===== src/rtl/dmem_arbiter_pkg.sv =====
// Shared types for the MEM-stage data-memory arbiter: default widths, FSM state
// and the per-requester memory request record.
package dmem_arbiter_pkg;

   localparam int ADDR_W_DEF    = 32;
   localparam int DATA_W_DEF    = 32;
   localparam int MEM_WORDS_DEF = 256;

   typedef enum logic {
      ST_INIT = 1'b0,
      ST_RUN  = 1'b1
   } arb_state_t;

   // Sized for the default widths; both requester ports are packed into this.
   typedef struct packed {
      logic                  we;
      logic [ADDR_W_DEF-1:0] addr;
      logic [DATA_W_DEF-1:0] wdata;
   } mem_req_t;

   function automatic int bytes_per_word(input int data_w);
      return data_w / 8;
   endfunction

endpackage


===== src/rtl/dmem_arbiter_if.sv =====
// Bundle of pipeline, loader and memory-side signals around the arbiter.
// slave = arbiter side, master = surrounding pipeline/loader/memory.
interface dmem_arbiter_if #(
   parameter int ADDR_W = 32,
   parameter int DATA_W = 32
);
   logic              p_req;
   logic              p_we;
   logic [ADDR_W-1:0] p_addr;
   logic [DATA_W-1:0] p_wdata;
   logic              p_stall;
   logic [DATA_W-1:0] p_rdata;
   logic              p_misalign;

   logic              l_req;
   logic              l_we;
   logic [ADDR_W-1:0] l_addr;
   logic [DATA_W-1:0] l_wdata;
   logic              l_gnt;
   logic              l_rvalid;
   logic [DATA_W-1:0] l_rdata;

   logic [ADDR_W-1:0] mem_addr;
   logic              mem_we;
   logic [DATA_W-1:0] mem_wdata;
   logic [DATA_W-1:0] mem_rdata;
   logic              init_done;

   modport slave (
      input  p_req, p_we, p_addr, p_wdata, l_req, l_we, l_addr, l_wdata, mem_rdata,
      output p_stall, p_rdata, p_misalign, l_gnt, l_rvalid, l_rdata,
             mem_addr, mem_we, mem_wdata, init_done
   );

   modport master (
      output p_req, p_we, p_addr, p_wdata, l_req, l_we, l_addr, l_wdata, mem_rdata,
      input  p_stall, p_rdata, p_misalign, l_gnt, l_rvalid, l_rdata,
             mem_addr, mem_we, mem_wdata, init_done
   );
endinterface


===== src/rtl/dmem_arbiter_clear_seq.sv =====
// Post-reset clear sweep: walks every word index once, then latches done.
import dmem_arbiter_pkg::*;

module dmem_clear_seq #(
   parameter  int MEM_WORDS = MEM_WORDS_DEF,
   localparam int CNT_W     = $clog2(MEM_WORDS)
) (
   input  logic             clock,
   input  logic             rst,
   output logic [CNT_W-1:0] cnt,
   output logic             last,
   output logic             done
);
   logic [CNT_W-1:0] cnt_q, cnt_d;
   logic             done_q, done_d;

   // Counter wraps to 0 on the final word and then parks there.
   always_comb begin
      last   = !done_q && (cnt_q == CNT_W'(MEM_WORDS - 1));
      cnt_d  = done_q ? cnt_q : cnt_q + CNT_W'(1);
      done_d = done_q | last;
   end

   always_ff @(posedge clock) begin
      if (rst) begin
         cnt_q  <= '0;
         done_q <= 1'b0;
      end else begin
         cnt_q  <= cnt_d;
         done_q <= done_d;
      end
   end

   assign cnt  = cnt_q;
   assign done = done_q;
endmodule


===== src/rtl/dmem_arbiter.sv =====
// Single data-memory port shared by pipeline (P) and loader (L), with a clear
// sweep after reset. Define DMEM_ARB_STATS_EN to add stall / L-grant counters.
import dmem_arbiter_pkg::*;

module dmem_arbiter #(
   parameter int ADDR_W    = ADDR_W_DEF,
   parameter int DATA_W    = DATA_W_DEF,
   parameter int MEM_WORDS = MEM_WORDS_DEF,
   parameter int MAX_WAIT  = 4
) (
   input  logic             clock,
   input  logic             rst,
   dmem_arbiter_if.slave    bus
`ifdef DMEM_ARB_STATS_EN
   ,
   output logic [31:0]      stat_stall,
   output logic [31:0]      stat_lgnt
`endif
);
   localparam int BPI   = bytes_per_word(DATA_W);
   localparam int OFF_W = $clog2(BPI);
   localparam int CNT_W = $clog2(MEM_WORDS);
   // Drops the in-word offset and everything above the memory span.
   localparam logic [ADDR_W-1:0] ADDR_MASK =
      ADDR_W'(MEM_WORDS * BPI - 1) & ~ADDR_W'(BPI - 1);
   localparam logic [3:0] WAIT_MAX = 4'(MAX_WAIT);

   arb_state_t        state_q;
   logic [CNT_W-1:0]  sweep_cnt;
   logic              sweep_last;
   logic              sweep_done;

   logic [3:0]        wait_q, wait_d;
   logic              l_rvalid_q, l_rvalid_d;
   logic [DATA_W-1:0] l_rdata_q, l_rdata_d;
   logic              misalign_q, misalign_d;

   mem_req_t          p_bus, l_bus, sel;
   logic              gnt_p, gnt_l, stall;

   dmem_clear_seq #(.MEM_WORDS(MEM_WORDS)) u_clear (
      .clock (clock),
      .rst   (rst),
      .cnt   (sweep_cnt),
      .last  (sweep_last),
      .done  (sweep_done)
   );

   always_ff @(posedge clock) begin
      if (rst)
         state_q <= ST_INIT;
      else if (state_q == ST_INIT && sweep_last)
         state_q <= ST_RUN;
   end

   assign p_bus = '{we: bus.p_we, addr: bus.p_addr, wdata: bus.p_wdata};
   assign l_bus = '{we: bus.l_we, addr: bus.l_addr, wdata: bus.l_wdata};

   // A starved loader pre-empts the pipeline once it has waited MAX_WAIT cycles.
   always_comb begin
      gnt_p = 1'b0;
      gnt_l = 1'b0;
      stall = 1'b0;
      sel   = '0;
      if (state_q == ST_INIT) begin
         stall    = bus.p_req;
         sel.we   = 1'b1;
         sel.addr = ADDR_W'({sweep_cnt, {OFF_W{1'b0}}});
      end else if (wait_q == WAIT_MAX && bus.l_req) begin
         gnt_l = 1'b1;
         stall = bus.p_req;
         sel   = l_bus;
      end else if (bus.p_req) begin
         gnt_p = 1'b1;
         sel   = p_bus;
      end else if (bus.l_req) begin
         gnt_l = 1'b1;
         sel   = l_bus;
      end
   end

   // Wait aging only runs once arbitration is live.
   always_comb begin
      wait_d = wait_q;
      if (state_q == ST_INIT || !bus.l_req || gnt_l)
         wait_d = '0;
      else if (wait_q != WAIT_MAX)
         wait_d = wait_q + 4'd1;
      l_rvalid_d = gnt_l & ~bus.l_we;
      l_rdata_d  = l_rvalid_d ? bus.mem_rdata : l_rdata_q;
      misalign_d = misalign_q | (gnt_p & (|bus.p_addr[OFF_W-1:0]));
   end

   always_ff @(posedge clock) begin
      if (rst) begin
         wait_q     <= '0;
         l_rvalid_q <= 1'b0;
         l_rdata_q  <= '0;
         misalign_q <= 1'b0;
      end else begin
         wait_q     <= wait_d;
         l_rvalid_q <= l_rvalid_d;
         l_rdata_q  <= l_rdata_d;
         misalign_q <= misalign_d;
      end
   end

   assign bus.mem_addr   = sel.addr & ADDR_MASK;
   assign bus.mem_we     = sel.we;
   assign bus.mem_wdata  = sel.wdata;
   assign bus.p_stall    = stall;
   assign bus.p_rdata    = bus.mem_rdata;
   assign bus.p_misalign = misalign_q;
   assign bus.l_gnt      = gnt_l;
   assign bus.l_rvalid   = l_rvalid_q;
   assign bus.l_rdata    = l_rdata_q;
   assign bus.init_done  = sweep_done;

`ifdef DMEM_ARB_STATS_EN
   logic [31:0] stat_stall_q, stat_stall_d;
   logic [31:0] stat_lgnt_q,  stat_lgnt_d;

   always_comb begin
      stat_stall_d = stat_stall_q + 32'((state_q == ST_RUN) && stall);
      stat_lgnt_d  = stat_lgnt_q + 32'(gnt_l);
   end

   always_ff @(posedge clock) begin
      if (rst) begin
         stat_stall_q <= '0;
         stat_lgnt_q  <= '0;
      end else begin
         stat_stall_q <= stat_stall_d;
         stat_lgnt_q  <= stat_lgnt_d;
      end
   end

   assign stat_stall = stat_stall_q;
   assign stat_lgnt  = stat_lgnt_q;
`endif
endmodule


===== src/flat_wrapper.sv =====
// flat-port wrapper written by rule: the top's interface ports become plain ports
module dmem_arbiter_flat 
#(
   parameter int ADDR_W    = ADDR_W_DEF,
   parameter int DATA_W    = DATA_W_DEF,
   parameter int MEM_WORDS = MEM_WORDS_DEF,
   parameter int MAX_WAIT  = 4
)
  (clock, rst, bus_p_req, bus_p_we, bus_p_addr, bus_p_wdata, bus_l_req, bus_l_we, bus_l_addr, bus_l_wdata, bus_mem_rdata, bus_p_stall, bus_p_rdata, bus_p_misalign, bus_l_gnt, bus_l_rvalid, bus_l_rdata, bus_mem_addr, bus_mem_we, bus_mem_wdata, bus_init_done);
  dmem_arbiter_if #(.ADDR_W(ADDR_W), .DATA_W(DATA_W)) bus_i ();
  input  logic clock;
  input  logic rst;
  input wire logic [$bits(bus_i.p_req)-1:0] bus_p_req;
  input wire logic [$bits(bus_i.p_we)-1:0] bus_p_we;
  input wire logic [$bits(bus_i.p_addr)-1:0] bus_p_addr;
  input wire logic [$bits(bus_i.p_wdata)-1:0] bus_p_wdata;
  input wire logic [$bits(bus_i.l_req)-1:0] bus_l_req;
  input wire logic [$bits(bus_i.l_we)-1:0] bus_l_we;
  input wire logic [$bits(bus_i.l_addr)-1:0] bus_l_addr;
  input wire logic [$bits(bus_i.l_wdata)-1:0] bus_l_wdata;
  input wire logic [$bits(bus_i.mem_rdata)-1:0] bus_mem_rdata;
  output wire logic [$bits(bus_i.p_stall)-1:0] bus_p_stall;
  output wire logic [$bits(bus_i.p_rdata)-1:0] bus_p_rdata;
  output wire logic [$bits(bus_i.p_misalign)-1:0] bus_p_misalign;
  output wire logic [$bits(bus_i.l_gnt)-1:0] bus_l_gnt;
  output wire logic [$bits(bus_i.l_rvalid)-1:0] bus_l_rvalid;
  output wire logic [$bits(bus_i.l_rdata)-1:0] bus_l_rdata;
  output wire logic [$bits(bus_i.mem_addr)-1:0] bus_mem_addr;
  output wire logic [$bits(bus_i.mem_we)-1:0] bus_mem_we;
  output wire logic [$bits(bus_i.mem_wdata)-1:0] bus_mem_wdata;
  output wire logic [$bits(bus_i.init_done)-1:0] bus_init_done;
  assign bus_i.p_req = bus_p_req;
  assign bus_i.p_we = bus_p_we;
  assign bus_i.p_addr = bus_p_addr;
  assign bus_i.p_wdata = bus_p_wdata;
  assign bus_i.l_req = bus_l_req;
  assign bus_i.l_we = bus_l_we;
  assign bus_i.l_addr = bus_l_addr;
  assign bus_i.l_wdata = bus_l_wdata;
  assign bus_i.mem_rdata = bus_mem_rdata;
  assign bus_p_stall = bus_i.p_stall;
  assign bus_p_rdata = bus_i.p_rdata;
  assign bus_p_misalign = bus_i.p_misalign;
  assign bus_l_gnt = bus_i.l_gnt;
  assign bus_l_rvalid = bus_i.l_rvalid;
  assign bus_l_rdata = bus_i.l_rdata;
  assign bus_mem_addr = bus_i.mem_addr;
  assign bus_mem_we = bus_i.mem_we;
  assign bus_mem_wdata = bus_i.mem_wdata;
  assign bus_init_done = bus_i.init_done;
  dmem_arbiter #(.ADDR_W(ADDR_W), .DATA_W(DATA_W), .MEM_WORDS(MEM_WORDS), .MAX_WAIT(MAX_WAIT)) u_core (.clock(clock), .rst(rst), .bus(bus_i));
endmodule

===== config.mk =====
export PLATFORM = sky130hd
export DESIGN_NAME = dmem_arbiter_flat
export DESIGN_NICKNAME = d
export VERILOG_FILES = /design/src/rtl/dmem_arbiter_pkg.sv /design/src/rtl/dmem_arbiter_if.sv /design/src/rtl/dmem_arbiter_clear_seq.sv /design/src/rtl/dmem_arbiter.sv /design/src/flat_wrapper.sv
export SDC_FILE = /design/constraint.sdc
export NUM_CORES = 1
export LEC_CHECK = 0
export ABC_AREA = 0
export CAP_MARGIN = 40
export CORE_AREA = 2 2 118 120
export CTS_BUF_LIST = sky130_fd_sc_hd__clkbuf_2
export DETAILED_ROUTE_END_ITERATION = 16
export DIE_AREA = 0 0 120 122
export PLACE_DENSITY = 0.65
export SYNTH_ARGS = -nofsm -noshare
export SYNTH_HDL_FRONTEND = slang
export SYNTH_HIERARCHICAL = 1
export SYNTH_SLANG_ARGS = --single-unit

===== constraint.sdc =====
create_clock -name clock -period 2.6 [get_ports clock]
set_input_delay 0.39 -clock clock [delete_from_list [all_inputs] [get_ports clock]]
set_output_delay 0.39 -clock clock [all_outputs]
set_load 0.005 [all_outputs]

* After elaboration in Yosys (flattened, before gate mapping)
Cells that the tools add are included.
** Storage, ports and cells
- Output and inout bits :: 134
- Logic and storage cells :: 41
- Register bits after elaboration :: 48
- Input bits :: 166
** Cells by class
- Add/sub/neg operators :: 2
- Mux-type cells :: 14
- Eq/ne operators :: 3
- Bitwise logic cells :: 6
- Reduce and logical (&&, ||, !) cells :: 9
** Operator list (count)
- 65-bit two-way mux :: 3
- 33-bit two-way mux :: 1
- 32-bit two-way mux :: 1
- 1-bit two-way mux :: 9
- 8-bit by 1-bit adder with 8-bit output, second input constant :: 1
- 8-bit equality test, second input constant :: 1
- 4-bit by 1-bit adder with 4-bit output, second input constant :: 1
- 4-bit by 3-bit equality test with 1-bit output, second input constant :: 1
- 4-bit by 3-bit inequality test with 1-bit output, second input constant :: 1
- 2-bit OR reduction :: 2
- 1-bit logical AND :: 3
- 1-bit bitwise AND :: 2
- 1-bit zero test :: 2
- 1-bit logical OR :: 2
- 1-bit inverter :: 2
- 1-bit bitwise OR :: 2

* Depth between registers and ports, before layout
Gate-level depths: netlist of the first run.
- Depth after elaboration :: 6
- Gate-level depth with buffers :: 7

* Cells and area by module
The synthesis of the first run kept the hierarchy.
** By module, submodules not included
- dmem_arbiter :: cells an instance 294, times used 1, sequential area each 780.7 µm², area each 2528.7 µm²
- dmem_clear_seq :: cells an instance 44, times used 1, sequential area each 180.2 µm², area each 409.1 µm²

* Least setup slack after synthesis of the first run
OpenSTA, ideal clock, no wires.
- Kind :: flip-flop to output port
- Start point :: register u_core.wait_q[0]
- End point :: output port bus_mem_addr[2]
- Stages on the path, launching flop included :: 8
- Slack :: 0.737 ns
- Path buffers :: 2
- Required time :: 2.210 ns
- Arrival :: 1.473 ns
- Cells stage by stage :: dfxtp_1 -> inv_1 -> ha_1 -> nand4b_1 -> and2_1 -> clkbuf_1 -> buf_2 -> a221o_1
** Between the ends
- Cells in the longest elaborated chain, start to end :: 4
** Ends and longest elaborated chain
- from (decl) :: RTL line dmem_arbiter.sv:33 : logic [3:0] wait_q, wait_d;
- from (signal assigned) :: RTL line dmem_arbiter.sv:101 : wait_q <= wait_d;
- 4-bit by 3-bit equality test with 1-bit output :: RTL line dmem_arbiter.sv:69 : end else if (wait_q == WAIT_MAX && bus.l_req) begin
- 1-bit logical AND :: RTL line dmem_arbiter.sv:69
- 65-bit two-way mux :: RTL line dmem_arbiter.sv:69
- 33-bit two-way mux :: RTL line dmem_arbiter.sv:65 : if (state_q == ST_INIT) begin
- to (decl) :: RTL line flat_wrapper.sv:28 : output wire logic [$bits(bus_i.mem_addr)-1:0] bus_mem_addr;
No other way between the ends.

* Worst setup path in the final report of the first run
- Start point :: register u_core.wait_q[0]
- End point :: output port bus_mem_we
** Between the ends
- Cells in the longest elaborated chain, start to end :: 4
** Ends and longest elaborated chain
- 4-bit by 3-bit equality test with 1-bit output :: RTL line dmem_arbiter.sv:69
- 1-bit logical AND :: RTL line dmem_arbiter.sv:69
- 65-bit two-way mux :: RTL line dmem_arbiter.sv:69
- 33-bit two-way mux :: RTL line dmem_arbiter.sv:65
- to (decl) :: RTL line flat_wrapper.sv:29 : output wire logic [$bits(bus_i.mem_we)-1:0] bus_mem_we;
No other way between the ends.

==> flow_metrics.env, run 1 <==
export IMPL_place_gp_congestion=0.756
export IMPL_power_density_nw_per_um2=252
export IMPL_fin_cells=724
export IMPL_clock_path_buffers=2
export IMPL_synthArstFlopShare_pct=0
export IMPL_setup_worst_path_end_class="output pin"
export IMPL_setup_tns_ps=0
export IMPL_cp_start_kind="flop"
export IMPL_maxCapViolations=0
export IMPL_synth_cell_area_um2=2940
export IMPL_portBuffers=229
export IMPL_p_sw_share_pct=23.8
export IMPL_ys_flop_type="dfxtp_1"
export IMPL_final_net_count=712
export IMPL_peakVddDrop_mv=0.144
export IMPL_grtUsageTotal_pct=12.3
export IMPL_multi_input_area_um2=1520
export IMPL_wl_um=9900
export IMPL_placed_cells=706
export IMPL_synthCells=338
export IMPL_drc_errors=0
export IMPL_n_fill_cell=1333
export IMPL_wire_per_inst_um=13.7
export IMPL_max_freq_mhz=410
export IMPL_power_switching_w=0.000322
export IMPL_cpLargestDelayFamily="buffers and inverters"
export IMPL_slew_violations=0
export IMPL_seqCellArea_um2=963
export IMPL_rsz0062_at_grt="false"
export IMPL_synth_distinct_cells=37
export IMPL_routed_via_density=4.22
export IMPL_antenna_found_initial=1
export IMPL_setup_violations=0
export IMPL_rows=43
export IMPL_dieArea_um2=14600
export IMPL_fin_ws_ps=161
export IMPL_grt_first_pass_wirelength_um=14600
export IMPL_ctsHoldBuffers=0
export IMPL_cp_slowest_cell="clkdlybuf4s50_1"
export IMPL_drtIter0Drc=152
export IMPL_p_seq_share_pct=55.1
export IMPL_seq_area_frac_synth_pct=32.7
export IMPL_preCtsSetupSlack_ps=30.4
export IMPL_start_util_pct=21.8
export IMPL_crit_buf_inv=3
export IMPL_crit_type="reg -> out"
export IMPL_core_area_um2=13500
export IMPL_cp_arrival_ps=2050
export IMPL_cts_tree="yes"
export IMPL_dr_pass1_iters=4
export IMPL_yosys_warnings=6
export IMPL_dp_hpwl_um=7750
export IMPL_clkTransAtPathRegs_ps=220
export IMPL_period_needed_ps=2440
export IMPL_finClkSkew_ps=26.3
export IMPL_hold_viol=0
export IMPL_slowest_delay_ps=530
export IMPL_clkPwrFrac_pct=21.0
export IMPL_ant_nets=0
export IMPL_io_pins=300
export IMPL_htree_num_levels=2
export IMPL_synth_seq_cells=48
export IMPL_die_h_um=122
export IMPL_syn_to_final_growth_pct=83.4
export IMPL_insertion_delay_ps=400
export IMPL_power_report_internal_total_w=0.00103
export IMPL_path_cells="inv_2, ha_4, nand3b_4, buf_4, a21o_2, nand3_1, clkdlybuf4s50_1"
export IMPL_total_leakage_power_nw=2.60
export IMPL_drive_gt1_share_pct=8.29
export IMPL_num_vias=3056
export IMPL_status="finished, final reports clean"
export IMPL_grt_max_degree=41
export IMPL_syn_avg_cell_area_um2=8.69
export IMPL_required_ps=2210
export IMPL_fin_crit_sh_pct=93.8
export IMPL_cts_sinks=48
export IMPL_pwr_share_comb_pct=23.8
export IMPL_grt_overflow_total=0
export IMPL_min_path_type="reg -> reg"
export IMPL_dieWidth_um=120
export IMPL_critPathMaxFanout=6
export IMPL_grt_pass1_vias=2993
export IMPL_cts_root_buf="clkbuf_2"
export IMPL_cts_buffers=5
export IMPL_synth_edff_count=0
-- cells by family after synthesis --
logic type	Yosys count	synth area share, %
multiplexers	35	11.9
flip-flops	48	32.7
other	1	0.128
adder cells (fa/ha/maj)	3	1.28
AO/OA/AOI/OAI	52	15.2
buffers and inverters	82	19.4
XOR/XNOR	6	1.79
AND/OR/NAND/NOR	111	17.6
-- flip-flops by register name, summed over array words and instances (netlist names) --
signal,count
u_core/bus.l_rdata,32
u_core/bus.l_rvalid,1
u_core/bus.p_misalign,1
u_core/state_q,1
u_core/u_clear/cnt,8
u_core/u_clear/done,1
u_core/wait_q,4
-- worst reg2reg max path, delay by kind of cell (launching register included) --
kind | cells | cell delay, ps
compound gates | 1 | 280
fa+ha+maj | 1 | 150
buf+inv | 3 | 510
flops | 1 | 370
mux | 1 | 260
simple gates | 1 | 90
-- through the flow --
step	total power [W]	hold WS [ps]	util, %	area (um^2)
floorplan	0.000879	451	-	3020
global placement	0.00108	441	38.0	5130
detailed placement	0.00109	449	38.0	5130
CTS	0.00138	476	39.0	5270
global route	0.00145	468	39.9	5390
finish	0.00136	472	39.9	5390
-- cells in the mapped netlist (2+ instances only) --
master / count / share of area, %
buf_8: 3 / 1.5
dfxtp_1: 48 / 33
nand3b_1: 2 / 0.51
a21oi_1: 6 / 1.0
nor2b_1: 9 / 1.9
buf_2: 8 / 1.4
mux2i_1: 35 / 12
nand2_1: 68 / 8.7
a22o_1: 32 / 9.5
and2_1: 3 / 0.64
or3_2: 2 / 0.51
xor2_1: 3 / 0.89
nor2_1: 13 / 1.7
nand4b_1: 3 / 0.89
xnor2_1: 3 / 0.89
ha_1: 3 / 1.3
a221o_1: 8 / 2.7
clkbuf_1: 8 / 1.0
nand3_1: 3 / 0.51
buf_4: 56 / 14
nor3_1: 2 / 0.34
buf_1: 2 / 0.26
inv_1: 4 / 0.51
-- worst paths after layout --
path                     startpoint                     end  slack [ps]  cells after the start
min          u_core/bus.l_rdata[31]  u_core/bus.l_rdata[31]         470                      2
max reg2reg        u_core/wait_q[0]  u_core/bus.l_rdata[11]         900                      7
max                u_core/wait_q[0]              bus_mem_we         160                      7
min reg2reg  u_core/bus.l_rdata[31]  u_core/bus.l_rdata[31]         470                      2
-- cells in the final DEF (no fill, tap or decap), types with 4 or more instances in the layout --
cell             instances
conb_1                  24
nand2_1                 68
dlymetal6s2s_1          33
dfxtp_1                 46
nor2b_1                  9
mux2i_1                 35
buf_4                   16
a22o_1                  32
a21oi_1                  5
nor2_1                  13
clkbuf_2                 6
buf_12                   4
clkdlybuf4s50_1        188
dlygate4sd2_1            8
a221o_1                  8
-- power groups by stage --
stage / sequential (W) / combinational, W / clock, W
after global placement: 0.000761 / 0.000323 / 0
after CTS: 0.000748 / 0.000325 / 0.000307
after floorplan: 0.000760 / 0.000119 / 0
final: 0.000748 / 0.000323 / 0.000285
after detailed placement: 0.000762 / 0.000326 / 0
after global routing: 0.000750 / 0.000348 / 0.000348
-- area by class of cell --
type,instances,share of cell area [%]
diodes,1,0.0464
clock inverters,1,0.0929
inverters,4,0.279
repair buffers,253,48.7
clock buffers,6,0.557
multi-input cells,231,28.2
flip-flops and latches,48,17.9
well taps,180,4.18
-- per-layer routing --
metal / part of all wire, % / vias to the layer above / wire, um / GRT usage, %
met5: 0 / - / 0 / 0
met2: 54 / 148 / 5310 / 23.7
met4: 1.6 / 0 / 155 / 3.82
met1: 36 / 1406 / 3530 / 12.8
li1: - / 1491 / - / -
met3: 9.2 / 11 / 907 / 3.23
-- timing repair --
action	CTS	global route
gates cloned	1	0
setup endpoints to repair	41	34
setup buffers	6	3
gates resized for setup	18	38
pin swaps	2	2
Power figures use the tool's default switching activity.
==> inputs of run 2 (changes only) <==
- CTS_CLUSTER_DIAMETER: default -> 150
==> results of run 2 <==
The final DEF is identical to that of run 1; final timing and power are the same.
==> inputs of run 3 (changes only) <==
--- a/config.mk
+++ b/config.mk
@@ -13,4 +13,5 @@
 export DETAILED_ROUTE_END_ITERATION = 16
 export DIE_AREA = 0 0 120 122
+export GPL_ROUTABILITY_DRIVEN = 0
 export PLACE_DENSITY = 0.65
 export SYNTH_ARGS = -nofsm -noshare
==> constraint.sdc (replaced) <==
create_clock -name clock -period 2.6 [get_ports clock]
set_input_delay 0.39 -clock clock [delete_from_list [all_inputs] [get_ports clock]]
set_output_delay 0.39 -clock clock [all_outputs]
set_load 0.1 [all_outputs]
==> run 3 against run 2 <==
  * Fmax shrank 0.96%
  * Combinational power grew 120%
  * Worst hold slack better by 1.9 ps
  * Largest power group unchanged
  * Power rose by 29%
  * Routed wire length up 12%
  * Sequential share of layout area shrank 0.54 points
  * Core utilization rose by 1.4 points
  * Via count decreased by 0.79%
  * Clock power up 7.0%
  * Worst setup slack lost 24 ps
==> flow_metrics.env, run 3 (synthesis results as in run 1) <==
export IMPL_setup_violations=0
export IMPL_cpLargestDelayFamily="buffers and inverters"
export IMPL_crit_type="reg -> out"
export IMPL_portBuffers=229
export IMPL_die_h_um=122
export IMPL_final_net_count=705
export IMPL_maxCapViolations=0
export IMPL_met3_length_um=892
export IMPL_cp_arrival_ps=2070
export IMPL_dieArea_um2=14600
export IMPL_core_area_um2=13500
export IMPL_start_util_pct=21.8
export IMPL_cts_tree="yes"
export IMPL_hp_start="u_core/bus.l_rdata[31]"
export IMPL_cts_root_buf="clkbuf_2"
export IMPL_dieWidth_um=120
export IMPL_cp_start_kind="flop"
export IMPL_slowest_delay_ps=380
export IMPL_dp_hpwl_um=8780
export IMPL_ctsHoldBuffers=0
export IMPL_cp_slowest_cell="dfxtp_2"
export IMPL_critPathLaunch="u_core/wait_q[1]"
export IMPL_clock_path_buffers=2
export IMPL_rsz0062_at_grt="false"
export IMPL_clkTransAtPathRegs_ps=250
export IMPL_cp_common_cell="buf_12"
export IMPL_total_leakage_power_nw=2.24
export IMPL_antenna_found_initial=1
export IMPL_reg2reg_from="u_core/wait_q[1]"
export IMPL_finClkSkew_ps=23.3
export IMPL_cts_buffers=5
export IMPL_peakVddDrop_mv=0.191
export IMPL_insertion_delay_ps=430
export IMPL_route_met2_wl_um=6000
export IMPL_grt_overflow_total=0
export IMPL_grt_pass1_vias=3004
export IMPL_required_ps=2210
export IMPL_grt_first_pass_wirelength_um=16100
export IMPL_finalPower_w=0.00175
export IMPL_slew_violations=0
export IMPL_num_vias=3032
export IMPL_timing_hold_ws_ps=474
export IMPL_cts_sinks=48
export IMPL_setup_worst_path_end_class="output pin"
export IMPL_final_common_cell="clkdlybuf4s50_1"
export IMPL_wl_met1_um=3950
export IMPL_critPathMaxFanout=20
export IMPL_drc_errors=0
export IMPL_drive_gt1_share_pct=29.4
export IMPL_dr_pass1_iters=4
export IMPL_crit_buf_inv=3
export IMPL_grt_max_degree=67
export IMPL_largest_reg_flops=32
export IMPL_min_path_type="reg -> reg"
export IMPL_path_cells="inv_2, ha_4, nand4b_1, and2_4, buf_12, a221o_1, buf_12"
export IMPL_hold_viol=0
export IMPL_fin_crit_sh_pct=94.7
export IMPL_highest_layer="met4"
export IMPL_status="finished, final reports clean"
export IMPL_io_pins=300
export IMPL_max_freq_mhz=406
export IMPL_mostFrequentLayoutCells="clkdlybuf4s50_1, buf_4, nand2_1, buf_12, dfxtp_1"
export IMPL_syn_to_final_growth_pct=89.9
export IMPL_power_density_nw_per_um2=313
export IMPL_wl_um=11000
export IMPL_drtIter0Drc=84
export IMPL_period_needed_ps=2460
export IMPL_rows=43
export IMPL_htree_num_levels=2
export IMPL_grtUsageTotal_pct=14.2
export IMPL_routed_via_density=4.22
export IMPL_ant_nets=0
export IMPL_wire_per_inst_um=15.4
-- run 3: cell types whose count changed in the layout (fill, tap and decap cells not counted), sizes merged --
cell,before,now
buf,24,125
clkdlybuf4s50,188,119
dlymetal6s2s,33,0
dlygate4sd2,8,0
bufbuf,0,1
clkbuf,6,7
clkinvlp,0,1
-- run 3: metrics by stage --
step	setup TNS, ps	instances	worst slack, ps	util [%]	area, um^2
final	0	718	138	41.3	5580
after global routing	0	718	8.21	41.3	5580
after CTS	0	715	12.7	40.8	5520
after detailed placement	0	699	123	39.7	5360
after global placement	0	699	138	39.7	5360
after floorplan	-35.4	361	-35.4	-	3040
-- run 3: area by class of cell --
class                   instances  area, um^2
well taps                     180         225
clock buffers                   6        30.0
diodes                          1        2.50
repair buffers                246        2800
clock inverters                 2        11.3
multi-input cells             231        1530
inverters                       4        15.0
flip-flops and latches         48         967
fillers                      1322        7930
-- run 3: path summary, 6_finish.rpt --
check                                 to  slack, ps  cells after the start
hold / removal    u_core/bus.l_rdata[31]        470                      2
hold reg to reg   u_core/bus.l_rdata[31]        470                      2
setup / recovery         bus_mem_addr[3]        140                      7
setup reg to reg  u_core/bus.l_rdata[17]        810                      7
-- run 3: where the power goes --
part           internal [W]  switching [W]  total (W)
logic              0.000229       0.000467   0.000696
registers          0.000741     0.00000579   0.000747
clock network     0.0000670       0.000238   0.000305
total               0.00104       0.000710    0.00175
-- run 3: worst min-delay path: cells and delay by family, from the launching register on --
| kind | cells | cell delay, ps |
|---|---|---|
| flip-flops | 1 | 360 |
| multiplexers | 1 | 50 |
| AND/OR/NAND/NOR | 1 | 50 |
-- run 3: what timing repair did --
action / 4_1_cts / 5_1_grt
setup endpoints to repair: 40 / 24
gates cloned: 2 / 1
buffers inserted: 6 / 1
resized for setup: 5 / 5
pin swaps: 2 / 3
-- run 3: routing by layer --
metal / vias up / GRT usage (%)
met4: 0 / 4.26
li1: 1472 / -
met3: 11 / 4.07
met5: - / 0
met1: 1396 / 15.0
met2: 153 / 27.1
